`src/rtl/sipo_in.sv`:
```
// Byte-serial input deserializer: MSB-first byte capture into a word, valid/ack output slot with a one-deep hold buffer.
// Optional trailing XOR checksum byte per frame when SIPO_IN_CHECKSUM_EN is defined.
module sipo_in #(
    parameter int NUM_BYTES = 4,
    parameter int CNT_W     = 3
) (
    input  logic                   CLKEXT,
    input  logic                   RST_GLO,
    input  logic                   EN_SIPO_IN,
    input  logic                   CLR_SIPO_IN,
    input  logic                   SHIFT_IN,
    input  logic [7:0]             D_IN,
    input  logic                   WORD_ACK,
    output logic [NUM_BYTES*8-1:0] WORD_OUT,
    output logic                   WORD_VALID,
    output logic [CNT_W-1:0]       BYTE_CNT,
    output logic                   BUSY,
    output logic                   OVERFLOW,
    output logic                   CSUM_ERR
);
    localparam int W = NUM_BYTES * 8;

    typedef enum logic {
        FILL = 1'b0,
        HOLD = 1'b1
    } state_t;

    state_t           state_reg, state_next;
    logic [W-1:0]     shreg_reg, shreg_next;
    logic [W-1:0]     word_reg, word_next;
    logic             valid_reg, valid_next;
    logic [CNT_W-1:0] cnt_reg, cnt_next;
    logic             ovf_reg, ovf_next;
    logic             accept;
    logic             slot_free;
    logic [W-1:0]     shifted;

`ifdef SIPO_IN_CHECKSUM_EN
    // The decision byte is the checksum that follows the last data byte.
    localparam logic [CNT_W-1:0] LAST_CNT = CNT_W'(NUM_BYTES);
    logic [7:0] xor_reg, xor_next;
    logic       err_reg, err_next;
`else
    localparam logic [CNT_W-1:0] LAST_CNT = CNT_W'(NUM_BYTES - 1);
`endif

    assign accept    = EN_SIPO_IN && SHIFT_IN && (state_reg == FILL);
    assign slot_free = !valid_reg || WORD_ACK;
    assign shifted   = {shreg_reg[W-9:0], D_IN};

    always_comb begin
        state_next = state_reg;
        shreg_next = shreg_reg;
        word_next  = word_reg;
        valid_next = valid_reg;
        cnt_next   = cnt_reg;
        ovf_next   = ovf_reg;
`ifdef SIPO_IN_CHECKSUM_EN
        xor_next   = xor_reg;
        err_next   = err_reg;
`endif
        if (valid_reg && WORD_ACK)
            valid_next = 1'b0;

        if (state_reg == HOLD) begin
            if (EN_SIPO_IN && SHIFT_IN)
                ovf_next = 1'b1;
            // Slot is occupied in HOLD, so an ack swaps the held word straight in.
            if (WORD_ACK) begin
                word_next  = shreg_reg;
                valid_next = 1'b1;
                cnt_next   = '0;
                state_next = FILL;
            end
        end else if (accept) begin
`ifdef SIPO_IN_CHECKSUM_EN
            if (cnt_reg == LAST_CNT) begin
                if (D_IN == xor_reg) begin
                    if (slot_free) begin
                        word_next  = shreg_reg;
                        valid_next = 1'b1;
                        cnt_next   = '0;
                    end else begin
                        state_next = HOLD;
                    end
                end else begin
                    err_next = 1'b1;
                    cnt_next = '0;
                end
            end else begin
                shreg_next = shifted;
                cnt_next   = cnt_reg + CNT_W'(1);
                xor_next   = (cnt_reg == '0) ? D_IN : (xor_reg ^ D_IN);
            end
`else
            shreg_next = shifted;
            if (cnt_reg == LAST_CNT) begin
                if (slot_free) begin
                    word_next  = shifted;
                    valid_next = 1'b1;
                    cnt_next   = '0;
                end else begin
                    state_next = HOLD;
                    cnt_next   = CNT_W'(NUM_BYTES);
                end
            end else begin
                cnt_next = cnt_reg + CNT_W'(1);
            end
`endif
        end
    end

    always_ff @(posedge CLKEXT) begin
        if (RST_GLO || CLR_SIPO_IN) begin
            state_reg <= FILL;
            shreg_reg <= '0;
            word_reg  <= '0;
            valid_reg <= 1'b0;
            cnt_reg   <= '0;
            ovf_reg   <= 1'b0;
`ifdef SIPO_IN_CHECKSUM_EN
            xor_reg   <= '0;
            err_reg   <= 1'b0;
`endif
        end else begin
            state_reg <= state_next;
            shreg_reg <= shreg_next;
            word_reg  <= word_next;
            valid_reg <= valid_next;
            cnt_reg   <= cnt_next;
            ovf_reg   <= ovf_next;
`ifdef SIPO_IN_CHECKSUM_EN
            xor_reg   <= xor_next;
            err_reg   <= err_next;
`endif
        end
    end

    assign WORD_OUT   = word_reg;
    assign WORD_VALID = valid_reg;
    assign BYTE_CNT   = cnt_reg;
    assign BUSY       = (state_reg == HOLD);
    assign OVERFLOW   = ovf_reg;
`ifdef SIPO_IN_CHECKSUM_EN
    assign CSUM_ERR   = err_reg;
`else
    assign CSUM_ERR   = 1'b0;
`endif

endmodule

```
`config.mk`:
```
export PLATFORM = sky130hd
export DESIGN_NAME = sipo_in
export DESIGN_NICKNAME = d
export VERILOG_FILES = /design/src/rtl/sipo_in.sv
export SDC_FILE = /design/constraint.sdc
export NUM_CORES = 1
export LEC_CHECK = 0
export ABC_AREA = 1
export CORE_MARGIN = 2
export CORE_UTILIZATION = 53
export CTS_CLUSTER_DIAMETER = 120
export CTS_CLUSTER_SIZE = 8
export DETAILED_ROUTE_END_ITERATION = 16
export PLACE_DENSITY = 0.9
export RECOVER_POWER = 25
export SLEW_MARGIN = 10
export SYNTH_ARGS = -nofsm -noshare
export SYNTH_HDL_FRONTEND = slang
export SYNTH_SLANG_ARGS = --single-unit
```
`constraint.sdc`:
```
create_clock -name CLKEXT -period 1.65 [get_ports CLKEXT]
set_input_delay 0.2475 -clock CLKEXT [delete_from_list [all_inputs] [get_ports CLKEXT]]
set_output_delay 0.2475 -clock CLKEXT [all_outputs]
set_load 0.01 [all_outputs]
```
==> out/metrics.yaml <==
critical_path:
  max_stage_delay_ns: 0.58
  worstSetupEndpointType: "output port"
  slowest_stage: "clkdlybuf4s50_1"
  critPathLaunchType: "register"
  critPathKind: "reg -> out"
  required_ns: 1.40
  cp_max_fo: 4
  crit_buf_inv: 1
  path_cells: "clkdlybuf4s50_1"
  critPathTopFamily: "buffers and inverters"
  cp.arrival_ns: 1.31
synth:
  netlist.area_leader.share_pct: 44.9
  synth-seq-area-share_pct: 44.9
  synthDistinctLibCells: 24
  netlist_top_cells_area: "dfxtp_1 45%, nor2_1 12%, nand2_1 12%"
  synth-seq-cells: 70
  synth_edf_count: 0
  ys.flop_type: "dfxtp_1"
  avgSynthCellArea_um2: 6.76
  async_reset_ff_share_pct: 0
  synth_cells: 462
  syn-num-nets: 477
  yosys_warnings: 0
  syn_area_um2: 3120
  synth_largest_area_cell: "dfxtp_1"
clocking:
  clk_path_buf_depth: 2
  numCtsBuffers: 9
  cts_tree: "built"
  cts_setup_buffers: 0
  root_buffer: "clkbuf_8"
  path_clk_slew_ns: 0.07
  cts-htree-levels: 3
  cts_num_sinks: 70
  postCtsHoldBufs: 0
  clk_latency_ns: 0.34
  cts.repair.resized: 1
finish:
  layout.cells.most_common: "nor2_1"
  area.sequential_um2: 1400
  n_antenna_cell: 0
  drive_gt1_share_pct: 5.89
  final_nets: 520
  layout.cells.non_filler: 581
  mostFrequentLayoutCells: "100 x nor2_1, 99 x nand2_1, 70 x dfxtp_1"
  syn_to_final_growth_pct: 24.0
  fill_cells: 483
  fin_area_um2: 3870
  multi_input_area_um2: 1390
run_status:
  status: "finished clean"
routing:
  drc_errors: 0
  drtIter0Drc: 254
  first_pass_iters: 5
  ant_nets: 0
  viasPerCell: 5.12
  vias: 2972
  wl_per_cell_um: 12.3
  totalWireLength_um: 7160
sta:
  setup_viol_count_final: 0
  period_share_pct: 94.5
  fin_skew_ns: 0.0113
  finalHoldViolations: 0
  slew_violations: 0
  fin_hold_ws_ns: 0.474
  fmax_mhz: 642
  rsz0062_at_grt: "false"
  post-route-min-period_ns: 1.56
  tns_ns: 0
placement:
  hpwlAfterDp_um: 4820
  dpl-instance-area_um2: 3700
  numPortBuffers: 51
  dp.cells: 566
  gp_congestion: 0.807
die:
  num_rows: 27
  num_io_pins: 53
  die_area_um2: 6520
  die_w_um: 80.8
  core_um2: 5610
  die_h_um: 80.8
  initial_core_util_pct: 55.7
global_routing:
  grt.total_usage_pct: 24.0
  grt_pass1_vias: 2698
  grt_max_degree: 57
  grt_pass1_wl_um: 11900
  gr-total-overflow: 0
  antenna_found_initial: 0
hold_path:
  hold_path_class: "reg -> reg"
job:
  cap_violations: 0
pwr:
  power_mw: 3.23
  cellLeakagePower_nw: 1.72
  ir_drop_uv: 503
  p_per_area_nw_per_um2: 835
report_power, final:
| part | leakage [nW] | internal, mW | switching (mW) | total (mW) |
|---|---|---|---|---|
| registers | 0.566 | 1.71 | 0.0175 | 1.73 |
| logic | 1.07 | 0.0734 | 0.111 | 0.185 |
| clock network | 0.0908 | 0.735 | 0.583 | 1.32 |
| total | 1.72 | 2.52 | 0.711 | 3.23 |
worst paths after layout:
kind                     from  depth (start not counted)            to  slack (ns)
setup / recovery   WORD_VALID                          1    WORD_VALID        0.09
hold / removal       OVERFLOW                          1      OVERFLOW        0.47
setup reg to reg  BYTE_CNT[0]                          8  WORD_OUT[23]        0.18
hold reg to reg      OVERFLOW                          1      OVERFLOW        0.47
cells by family (layout without fill, tap and decap cells):
| family | after synthesis | in the layout | synth area share [%] |
|---|---|---|---|
| AOI/OAI and AO/OA | 68 | 68 | 11.7 |
| adders and majority gates | 1 | 1 | 0.401 |
| buffers and inverters | 78 | 125 | 10.7 |
| DFF | 70 | 70 | 44.9 |
| other | 1 | 1 | 0.120 |
| and+or+nand+nor | 244 | 244 | 32.3 |
Yosys cell counts (2+ instances only):
cell type,number
dfxtp_1,70
nor2_1,102
nand2_1,99
nand3_1,36
inv_1,47
o21ai_0,43
buf_2,14
nand3_2,2
clkbuf_1,10
buf_4,4
a21oi_1,15
a211oi_1,8
per-stage QoR:
step           setup WS, ns  util, %
2_1_floorplan         0.317        -
3_3_place_gp          0.122     65.9
3_5_place_dp         0.0317     65.9
4_1_cts              0.0850     69.2
5_1_grt              0.0412     69.0
6_report             0.0914     69.0
per-layer routing:
| metal | up-vias | track usage [%] | routed length [um] |
|---|---|---|---|
| met4 | 0 | 8.14 | 112 |
| met3 | 12 | 7.22 | 393 |
| met5 | - | 0 | 0 |
| met1 | 1351 | 28.5 | 3090 |
| li1 | 1528 | - | - |
| met2 | 81 | 41.4 | 3570 |
final cells by class:
cell class,instances,area share (%)
Inverter,48,4.65
Timing Repair Buffer,62,16.1
Sequential cell,70,36.2
Multi-Input combinational cell,314,36.0
Tap cell,72,2.33
Clock buffer,14,3.94
Clock inverter,1,0.776
Power figures use the tool's default switching activity.
